**config.mk**
```make
export PLATFORM = sky130hd
export DESIGN_NAME = div_seq_ctrl
export DESIGN_NICKNAME = d
export VERILOG_FILES = /design/src/rtl/div_seq_ctrl.sv
export SDC_FILE = /design/constraint.sdc
export NUM_CORES = 1
export LEC_CHECK = 0
export CAP_MARGIN = 0
export CORE_UTILIZATION = 35
export DETAILED_ROUTE_END_ITERATION = 16
export GPL_TIMING_DRIVEN = 0
export PLACE_DENSITY = 0.61
export SLEW_MARGIN = 20
export SYNTH_ARGS = -nofsm -noshare
export SYNTH_HDL_FRONTEND = slang
export SYNTH_SLANG_ARGS = --single-unit
```
**constraint.sdc**
```tcl
create_clock -name clk -period 5.4 [get_ports clk]
set_clock_uncertainty 0.1 [all_clocks]
set_input_delay 1.08 -clock clk [delete_from_list [all_inputs] [get_ports clk]]
set_output_delay 1.08 -clock clk [all_outputs]
set_load 0.02 [all_outputs]
```
**src/rtl/div_seq_ctrl.sv**
```systemverilog
// rtl/div_seq_ctrl.sv - keypad operand entry and result sequencer for the shared restoring divider
// Optional feature: define DIV_TIMEOUT_EN to build the WAIT watchdog (TIMEOUT_CYCLES) and drive err_timeout.
module div_seq_ctrl #(
  parameter int OP_W           = 8,
  parameter int TIMEOUT_CYCLES = 64
) (
  input  logic              clk,
  input  logic              rst,
  input  logic              key_valid,
  input  logic [3:0]        key_code,
  input  logic              key_clear,
  output logic              div_start,
  output logic [OP_W-1:0]   div_a,
  output logic [OP_W-1:0]   div_b,
  input  logic              div_done,
  input  logic [OP_W-1:0]   div_q,
  input  logic [OP_W-1:0]   div_r,
  output logic [OP_W-1:0]   q_out,
  output logic [OP_W-1:0]   r_out,
  output logic              result_valid,
  output logic              err_div0,
  output logic              err_timeout,
  output logic [2*OP_W-1:0] disp_value
);

  localparam int NIBBLES = OP_W / 4;
  localparam int CNT_W   = $clog2(NIBBLES + 1);

  typedef enum logic [2:0] {
    S_ENTER_A,
    S_ENTER_B,
    S_START,
    S_WAIT,
    S_SHOW,
    S_ERR
  } state_t;

  state_t              state_q, state_d;
  logic [OP_W-1:0]     a_q, a_d, b_q, b_d, q_q, q_d, r_q, r_d;
  logic [CNT_W-1:0]    cnt_q, cnt_d;
  logic                start_q, start_d, valid_q, valid_d, div0_q, div0_d;
  logic [2*OP_W-1:0]   disp_q, disp_d;
  logic [OP_W+3:0]     a_cat, b_cat;
  logic                last_nibble;

`ifdef DIV_TIMEOUT_EN
  localparam int WD_W = $clog2(TIMEOUT_CYCLES + 1);
  logic [WD_W-1:0]     wdog_q, wdog_d;
  logic                to_q, to_d;
`endif

  assign a_cat       = {a_q, key_code};
  assign b_cat       = {b_q, key_code};
  assign last_nibble = (cnt_q == CNT_W'(NIBBLES - 1));

  // Next-state, operand, result and registered-output computation
  always_comb begin
    state_d = state_q;
    a_d     = a_q;
    b_d     = b_q;
    q_d     = q_q;
    r_d     = r_q;
    cnt_d   = cnt_q;
    div0_d  = div0_q;
`ifdef DIV_TIMEOUT_EN
    wdog_d  = wdog_q;
    to_d    = to_q;
`endif
    case (state_q)
      S_ENTER_A: begin
        if (key_valid) begin
          a_d = a_cat[OP_W-1:0];
          if (last_nibble) begin
            cnt_d   = '0;
            state_d = S_ENTER_B;
          end else begin
            cnt_d = cnt_q + CNT_W'(1);
          end
        end
      end
      S_ENTER_B: begin
        if (key_valid) begin
          b_d = b_cat[OP_W-1:0];
          if (last_nibble) begin
            cnt_d = '0;
            // Zero check sees the nibble that was just shifted in
            if (b_cat[OP_W-1:0] == '0) begin
              state_d = S_ERR;
              div0_d  = 1'b1;
            end else begin
              state_d = S_START;
            end
          end else begin
            cnt_d = cnt_q + CNT_W'(1);
          end
        end
      end
      S_START: begin
        state_d = S_WAIT;
`ifdef DIV_TIMEOUT_EN
        wdog_d  = '0;
`endif
      end
      S_WAIT: begin
`ifdef DIV_TIMEOUT_EN
        wdog_d = wdog_q + WD_W'(1);
`endif
        // A done on the limit cycle still wins over the watchdog
        if (div_done) begin
          q_d     = div_q;
          r_d     = div_r;
          state_d = S_SHOW;
        end
`ifdef DIV_TIMEOUT_EN
        else if (wdog_d == WD_W'(TIMEOUT_CYCLES)) begin
          state_d = S_ERR;
          to_d    = 1'b1;
        end
`endif
      end
      S_SHOW, S_ERR: begin
        // The key that leaves a result/error screen is the first nibble of a new A
        if (key_valid) begin
          q_d     = '0;
          r_d     = '0;
          b_d     = '0;
          a_d     = OP_W'(key_code);
          cnt_d   = (NIBBLES == 1) ? CNT_W'(0) : CNT_W'(1);
          state_d = (NIBBLES == 1) ? S_ENTER_B : S_ENTER_A;
        end
      end
      default: state_d = S_ENTER_A;
    endcase

    // Clear beats everything, including a key or done in the same cycle
    if (key_clear) begin
      state_d = S_ENTER_A;
      a_d     = '0;
      b_d     = '0;
      q_d     = '0;
      r_d     = '0;
      cnt_d   = '0;
    end

    if (state_d != S_ERR) begin
      div0_d = 1'b0;
`ifdef DIV_TIMEOUT_EN
      to_d   = 1'b0;
`endif
    end

    start_d = (state_d == S_START);
    valid_d = (state_d == S_SHOW);
    case (state_d)
      S_SHOW:  disp_d = {q_d, r_d};
      S_ERR:   disp_d = '1;
      default: disp_d = {a_d, b_d};
    endcase
  end

  // Single state register for the sequencer and its registered outputs
  always_ff @(posedge clk or posedge rst) begin
    if (rst) begin
      state_q <= S_ENTER_A;
      a_q     <= '0;
      b_q     <= '0;
      q_q     <= '0;
      r_q     <= '0;
      cnt_q   <= '0;
      start_q <= 1'b0;
      valid_q <= 1'b0;
      div0_q  <= 1'b0;
      disp_q  <= '0;
`ifdef DIV_TIMEOUT_EN
      wdog_q  <= '0;
      to_q    <= 1'b0;
`endif
    end else begin
      state_q <= state_d;
      a_q     <= a_d;
      b_q     <= b_d;
      q_q     <= q_d;
      r_q     <= r_d;
      cnt_q   <= cnt_d;
      start_q <= start_d;
      valid_q <= valid_d;
      div0_q  <= div0_d;
      disp_q  <= disp_d;
`ifdef DIV_TIMEOUT_EN
      wdog_q  <= wdog_d;
      to_q    <= to_d;
`endif
    end
  end

  assign div_start    = start_q;
  assign div_a        = a_q;
  assign div_b        = b_q;
  assign q_out        = q_q;
  assign r_out        = r_q;
  assign result_valid = valid_q;
  assign err_div0     = div0_q;
  assign disp_value   = disp_q;
`ifdef DIV_TIMEOUT_EN
  assign err_timeout  = to_q;
`else
  assign err_timeout  = 1'b0;
`endif

endmodule
```
### After elaboration in Yosys (flattened, before gate mapping)

Cells that the tools add are included.

* flip-flop bits (word level): 56
* word-level logic and storage cells: 70

* reduce and logical (&&, ||, !) cells: 11
* add/subtract/negate cells: 1
* muxes and demuxes: 36
* equal/unequal tests: 12

Operator list (count)
* 2-to-1 mux 8 bit: 12
* case mux 8 bit (2 select lines): 4
* case mux 16 bit (2 select lines): 1
* 2-to-1 mux 3 bit: 8
* case mux 3 bit (5 select lines): 1
* equality test 3 bit (second input constant): 4
* equality test 3 x 2 -> 1 bit (second input constant): 3
* logical NOT 8 bit: 1
* 2-to-1 mux 2 bit: 4
* nonzero test 2 bit: 4
* inequality test 3 bit (second input constant): 2
* 2-to-1 mux 1 bit: 5
* case mux 2 bit (2 select lines): 1
* AND reduction 4 bit: 1
* OR reduction 2 bit: 2
* equality test 3 x 1 -> 1 bit (second input constant): 1
* logical NOT 3 bit: 1
* inequality test 3 x 1 -> 1 bit (second input constant): 1
* AND reduction 3 bit: 1
* nonzero test 3 bit: 1
* adder 2 x 1 -> 2 bit (second input constant): 1
* equality test 2 x 1 -> 1 bit (second input constant): 1

### Depth between registers and ports, before layout

* depth after elaboration: 9
* depth in mapped cells: 9
* gate-level depth less buffers: 5

### Least setup slack after synthesis

OpenSTA, ideal clock, no wires.

* path type: input to register
* start: in key_code[0]
* end: reg start_q (netlist: div_start)
* arrival time: 2166 ps
* setup slack: 3015 ps
* required time: 5181 ps
* path buffers: 1
* stages: 6
* cell sequence: nor4_2 -> nand2_1 -> a2111oi_2 -> a211oi_1 -> buf_6 -> and2_1

* word-level cells in the longest chain between the ends: 7

Ends and longest elaborated chain
* start: declaration: RTL line 10 `input logic [3:0] key_code,`
* logical NOT 8 bit: RTL line 87 `if (b_cat[OP_W-1:0] == '0) begin`
* 2-to-1 mux 3 bit: RTL line 87
* 2-to-1 mux 3 bit: RTL line 84 `if (last_nibble) begin`
* 2-to-1 mux 3 bit: RTL line 82 `if (key_valid) begin`
* case mux 3 bit (5 select lines): RTL line 69 `case (state_q)`
* 2-to-1 mux 3 bit: RTL line 136 `if (key_clear) begin`
* equality test 3 x 2 -> 1 bit: RTL line 152 `start_d = (state_d == S_START);`
* named net start_d: RTL line 41 `logic start_q, start_d, valid_q, valid_d, div0_q, div0_d;`
* end signal: assignment: RTL line 185 `start_q <= start_d;`
* end: declaration: RTL line 41

The timed path passes the listed nets, and every way through them passes these cells.
A chain may end at the register's enable or synchronous reset.

### Final worst setup path

* start: in key_valid
* end: reg disp_q[5] (netlist: disp_value[5])

* word-level cells in the longest chain between the ends: 5

Ends and longest elaborated chain
* start: declaration: RTL line 9 `input logic key_valid,`
* 2-to-1 mux 3 bit, on equally long branches: RTL line 123, 71, 82
* case mux 3 bit (5 select lines): RTL line 69
* 2-to-1 mux 3 bit: RTL line 136
* equality test 3 bit: RTL line 154 `case (state_d)`
* case mux 16 bit (2 select lines) *: RTL line 154
* named net disp_d[5]: RTL line 42 `logic [2*OP_W-1:0] disp_q, disp_d;`
* end signal: assignment: RTL line 188 `disp_q <= disp_d;`
* end: declaration: RTL line 42

Mark *: on every way through the listed nets, which the timed path passes. The rest lies on a longest branch.

==> impl_metrics.py <==
metrics = {
    "run_status": {
        "outcome": "finished, final reports clean",
    },
    "clocking": {
        "clkTransAtPathRegs_ps": 90,
        "clock_sinks": 56,
        "cts_tree": "yes",
        "h-tree-depth": 2,
        "cts_resized": 0,
        "clockBufferDepth": 2,
        "post_cts_buffers": 0,
        "clock-root-buffer": "clkbuf_8",
        "clkLatencyLatePin_ps": 320,
        "postCtsHoldBufs": 0,
        "cts_buffers": 5,
    },
    "flow_run": {
        "cap_violations": 0,
    },
    "power": {
        "power_leakage_nw": 1.595,
        "ir_drop_v": 0.0001160,
        "powerDensity_nw_per_um2": 227.6,
    },
    "yosys": {
        "synthTopCellsByArea": "dfrtp_1 (54%), a22oi_1 (4.6%), a31oi_1 (4.1%), a21o_1 (3.8%), a21oi_1 (3.3%)",
        "synth_cells": 252,
        "syn_nets": 277,
        "synth_most_common_cell": "dfrtp_1",
        "synth_edf_count": 0,
        "yosys_warnings": 0,
        "syn_avg_cell_area_um2": 10.28,
        "seq_area_frac_synth": 0.5408,
        "synthTopCellsByCount": "dfrtp_1 (56), nor2_1 (21), inv_1 (18), nand2_1 (18)",
        "ys_ff_latch": 56,
        "yosys.area.top_type": "dfrtp_1",
        "postSynth.asyncResetShare": 1.000,
        "ys.flop_type": "dfrtp_1",
        "syn-cell-area_um2": 2591,
        "synth.distinct_cells": 35,
        "synth_top_area_frac": 0.5408,
    },
    "final_layout": {
        "n_antenna_cell": 0,
        "fin_util": 0.4936,
        "drive_gt1_frac": 0.09552,
        "fill_cells": 718,
        "nets": 359,
        "area_growth_pct": 37.42,
    },
    "route": {
        "wl_mm": 6.649,
        "drt_first_pass_iters": 4,
        "antenna_left": 0,
        "vias": 2146,
        "wire_per_inst_um": 15.32,
        "drt_iter0_drc": 148,
        "drcViolationCount": 0,
        "via_per_inst": 4.945,
    },
    "setup_path": {
        "r2r_start": "state_q[2]",
        "crit_cells": 9,
        "crit_path_end_kind": "register",
        "slowest_delay_ps": 570,
        "cpMaxStageDelayCell": "clkdlybuf4s50_1",
        "path_buf_inv": 4,
        "ff2ff_path_depth": 6,
        "r2r_slack_ps": 3360,
        "cp_top_family": "buffers and inverters",
        "start_kind": "primary input",
        "path_class": "in2reg",
        "cp_max_fo": 10,
        "crit_start": "key_valid",
        "cp_common_cell": "buf_4",
        "worstPathCellList": "clkdlybuf4s50_1 -> nor2b_1 -> buf_4 -> a21oi_1 -> and2_1 -> buf_2 -> buf_4 -> a22oi_1 -> a31oi_1",
        "r2r_end": "disp_value[5]",
        "endpoint": "disp_value[5]",
        "cp.arrival_ps": 2870,
        "worstPathRequired_ps": 5490,
    },
    "place": {
        "gp_congestion": 0.8429,
        "post-dp-hpwl_mm": 4.959,
        "numPortBuffers": 75,
    },
    "timing": {
        "min_period_ps": 2785,
        "worst_slew_pin_slew_ps": 670.1,
        "max_slew_margin": 0.5533,
        "slew_viol_final": 0,
        "hold_slack_ps": 423.1,
        "finalHoldViolCount": 0,
        "tns_ps": 0,
        "max_freq_mhz": 359.0,
        "rsz0062_at_grt": "false",
        "setup_violations": 0,
        "fin_crit_sh": 0.5158,
    },
    "grt": {
        "overflow": 0,
        "grt_max_degree": 57,
        "grt_util_all_layers": 0.1821,
        "antenna_found_initial": 0,
        "grt_first_pass_wirelength_mm": 10.70,
        "grt_pass1_vias": 2100,
    },
    "floorplanning": {
        "start_util": 0.3592,
        "io_pins": 77,
        "placementRows": 31,
        "die_w_um": 88.05,
        "core_area_um2": 7214,
        "dieArea_um2": 7752,
        "dieHeight_um": 88.05,
    },
    "worst_hold_path": {
        "hold_class": "reg2reg",
    },
}
## sequential cells by signal, indices dropped and copies added, names as in the netlist
signal / flops
err_div0: 1
div_a: 8
result_valid: 1
state_q: 3
cnt_q: 2
q_out: 8
disp_value: 16
div_b: 8
r_out: 8
div_start: 1
## final cells by class
type,count,area (um^2),area share
Buffer,22,131.4,0.03689
Clock buffer,5,68.82,0.01933
Clock inverter,3,23.77,0.006676
Inverter,18,70.07,0.01968
Multi-Input combinational cell,156,991.0,0.2783
Sequential cell,56,1401,0.3935
Tap cell,99,123.9,0.03479
Timing Repair Buffer,75,750.7,0.2108
## cells by family after synthesis
group | synth area share
buffers and inverters | 0.07677
AO/OA/AOI/OAI | 0.1907
AND/OR/NAND/NOR | 0.1902
flip-flops | 0.5408
other | 0.001447
## metrics by stage
step                      std cells  cell area [um^2]  power [mW]  setup WS [ps]
after floorplan                 252              2591      0.5234           2849
after global placement          426              3466      0.5855           1839
after detailed placement        426              3468      0.5865           2281
after CTS                       434              3561      0.8207           2621
after global routing            434              3561      0.8459           2483
final                           434              3561      0.8103           2615
## worst min path at each step
stage              from       end  slack (ps)  cells past startpoint
2_1_floorplan  cnt_q[1]  cnt_q[1]         410                      1
3_3_place_gp   q_out[7]  q_out[7]         400                      2
3_5_place_dp   r_out[4]  r_out[4]         400                      2
4_1_cts        r_out[4]  r_out[4]         430                      2
5_1_grt        r_out[1]  r_out[1]         460                      2
6_report       r_out[4]  r_out[4]         420                      2
## cells in the final DEF, fill, tap and decap left out, drive strengths merged, types with 2 or more instances in the layout
master / count
clkdlybuf4s50: 75
dfrtp: 56
nor2: 22
nand2: 18
inv: 18
a31oi: 18
a21oi: 17
buf: 17
a22oi: 16
a21o: 13
nand2b: 10
clkbuf: 10
nand4b: 8
nand3: 5
o21ai: 5
nand4bb: 4
nor2b: 3
and2: 3
a211oi: 2
clkinvlp: 2
nor4: 2
nor3b: 2
## where the power goes
group | switching [mW] | leakage, nW | internal [mW]
sequential | 0.00976 | 0.773 | 0.432
clock | 0.142 | 0.0404 | 0.0922
combinational | 0.0724 | 0.781 | 0.0624
## tightest hold or removal path, cell delays in order (launching register included)
cell and delay [ps]:
dfrtp_1 360, a22oi_1 80, inv_1 60
## layer usage
layer | track usage | up-vias | share of wire
met5 | 0 | - | 0
met4 | 0.03959 | 0 | 0.0099
met3 | 0.03959 | 6 | 0.056
met2 | 0.2875 | 56 | 0.46
met1 | 0.2584 | 1039 | 0.47
li1 | - | 1045 | -
(Power assumes the default switching activity.)
==> edit: new RTL, config.mk and constraints unchanged <==
Re-encode `state_t` (6 states) as one-hot, 6 bits wide.
--- a/src/rtl/div_seq_ctrl.sv
+++ b/src/rtl/div_seq_ctrl.sv
@@ -26,13 +26,13 @@
   localparam int NIBBLES = OP_W / 4;
   localparam int CNT_W   = $clog2(NIBBLES + 1);
 
-  typedef enum logic [2:0] {
-    S_ENTER_A,
-    S_ENTER_B,
-    S_START,
-    S_WAIT,
-    S_SHOW,
-    S_ERR
+  typedef enum logic [5:0] {
+    S_ENTER_A = 6'b000001,
+    S_ENTER_B = 6'b000010,
+    S_START   = 6'b000100,
+    S_WAIT    = 6'b001000,
+    S_SHOW    = 6'b010000,
+    S_ERR     = 6'b100000
   } state_t;
 
   state_t              state_q, state_d;
Formal check against the unedited RTL: no difference found for any inputs over 10 cycles, from zero or initial values and one cycle with rst high; not proved beyond that.
==> edit against the original RTL <==
- first-iteration DRC count decreased by 43%
- sequential cell count increased by 3
- largest cell class unchanged
- wire length increased by 5.1%
- critical endpoint is now disp_value[8]$_DFF_PP0_
- fmax decreased by 7.4%
- synthesized area increased by 12%
- cell area increased by 11%
- setup slack got worse by 220 ps
Power is not compared: it rests on default switching activity, and its combinational part moved more than twofold at a synthesized area within 25%.
==> edit: results (changes against the original RTL) <==
Detailed placement HPWL: 5130 µm (+3.5%). The depth of the CTS H-tree was 3 (+1); the global routing usage on met3 was 5.691% (+1.7 points). Clock latency on the worst-skew pair, taken at its later pin, is 330 ps.

Yosys attributes the largest share of cell area to dfrtp_1 (50%), a22oi_4 (7.3%), a22oi_1 (4.9%). The worst-margin pin slew came out at 620.4 ps (-49.71 ps). The first-pass iteration count of the detailed router was 4 (unchanged); the routability congestion estimate was 0.7743 (-8.1%). Delay of the slowest cell on the worst path: 600 ps (+30 ps). After synthesis, the most frequently instantiated cells are dfrtp_1 (58), inv_1 (35), a22oi_1 (19). For the number of nets in the layout, the log shows 352 (-1.9%). The antenna diode count is 0 (unchanged), and the total of buffers placed on input and output ports is 74 (-1.3%).

The proportion of synthesized chip area in sequential cells is 50.84% (-3.2 points), and the total routing resource utilization after global routing is 17.61% (-0.60 points). The met1 demand-to-capacity share in global routing came out at 22.27% (-3.6 points). For this design the static power due to leakage is 2.024 nW.

The fraction of final layout cells sized beyond drive strength 1 was 20.24% (+11 points); the total nets after synthesis was 266 (-4.0%). Maximum root-to-sink buffer count: 2 (unchanged). Flip-flop count of the largest register after layout: 16 (unchanged). Grouping stages by cell kind, the critical path spends the most delay in simple AND/OR/NAND/NOR gates. The run gives 0.1678 mV as the worst-case vdd ir drop.

The highest fanout seen on the critical path is 10 (unchanged). The tools report the maximum number of pins on one net before global-route repair as 33 (-42%). The detailed-route via count is 2,140 (-0.28%), and the number of distinct library cells after synthesis is 47 (+34%). Wire length per cell after detailed routing: 16.13 µm (+5.3%). The share of synthesized flip-flops with an asynchronous set or reset works out to 100.0% (unchanged). The wire length of the first global-routing pass came out at 11,450 µm (+7.1%). The run gives 84 (-43%) as the DRC violation total after the first TritonRoute iteration.

The worst slack at placement was 2070 ps (-210.4 ps); the number of clock buffers inserted by TritonCTS was 9 (+4). The global routing usage on met2 was 27.21% (-1.5 points); the via count of the first global-routing pass was 2,269 (+8.0%). The tools report the number of fill cells as 707 (-1.5%).

The clock-pin slew of the registers on the worst-case setup and hold paths came out at 60 ps (-30 ps). On the critical path, the stage with the largest delay is an instance of or4_1. The run gives 3160 ps (+290 ps) as the endpoint arrival time on the critical path. The run finished with clean final reports.
[edit: worst paths after layout]
kind | from | end | slack, ps | cells past startpoint
min reg2reg | div_a[4]$_DFF_PP0_ | div_a[4]$_DFF_PP0_ | 430 | 2
max in group asynchronous | rst | state_q[1]$_DFF_PP0_ | 3720 | 3
max | key_code[0] | disp_value[8]$_DFF_PP0_ | 2390 | 7
min | div_a[4]$_DFF_PP0_ | div_a[4]$_DFF_PP0_ | 430 | 2
max reg2reg | state_q[0]$_DFF_PP1_ | disp_value[8]$_DFF_PP0_ | 3150 | 7
min in group asynchronous | rst | r_out[4]$_DFF_PP0_ | 990 | 2
[edit: routing by layer]
layer	part of all wire (%)	wire (µm)
met1	44	3097
met2	47	3289
met3	6.2	430
met4	2.4	167
met5	0	0
[edit: area by class of cell]
type	instances	area share, %
Timing Repair Buffer	75	19.22
Tap cell	102	3.225
Sequential cell	59	37.34
Inverter	36	3.478
Multi-Input combinational cell	133	29.75
Buffer	13	2.940
Clock buffer	12	3.667
Clock inverter	3	0.3794
[edit: power breakdown]
part	total [mW]	leakage (nW)	internal, mW	switching [mW]
Combinational	0.499	1.13	0.241	0.258
Clock	0.335	0.0860	0.174	0.161
Sequential	0.541	0.803	0.514	0.0271
Total	1.38	2.02	0.930	0.446
[edit: cell families (layout without fill, tap and decap cells)]
kind of cell,after synthesis,count (layout),synth area share [%]
compound gates,72,72,24.84
xor+xnor,4,4,1.464
buf+inv,49,139,8.653
flops,59,59,50.84
mux,3,3,1.119
other cells,1,1,0.1290
simple gates,53,53,12.96
[edit: stage by stage]
step / std cells / instance area (µm²) / hold WS, ps / total power [mW]
floorplan: 241 / 2907 / 397.1 / 0.8497
global placement: 417 / 3775 / 417.7 / 1.045
detailed placement: 418 / 3797 / 416.4 / 1.050
CTS: 433 / 3958 / 435.1 / 1.392
global route: 433 / 3958 / 455.9 / 1.444
finish: 433 / 3958 / 431.0 / 1.375
[edit: worst reg2reg max path, delay by kind of cell, from the launching register on]
kind,cells,cell delay (ps)
DFF,1,520
AOI/OAI and AO/OA,2,500
buffers and inverters,2,310
and+or+nand+nor,1,300
muxes,1,290
xor gates and xnor gates,1,110
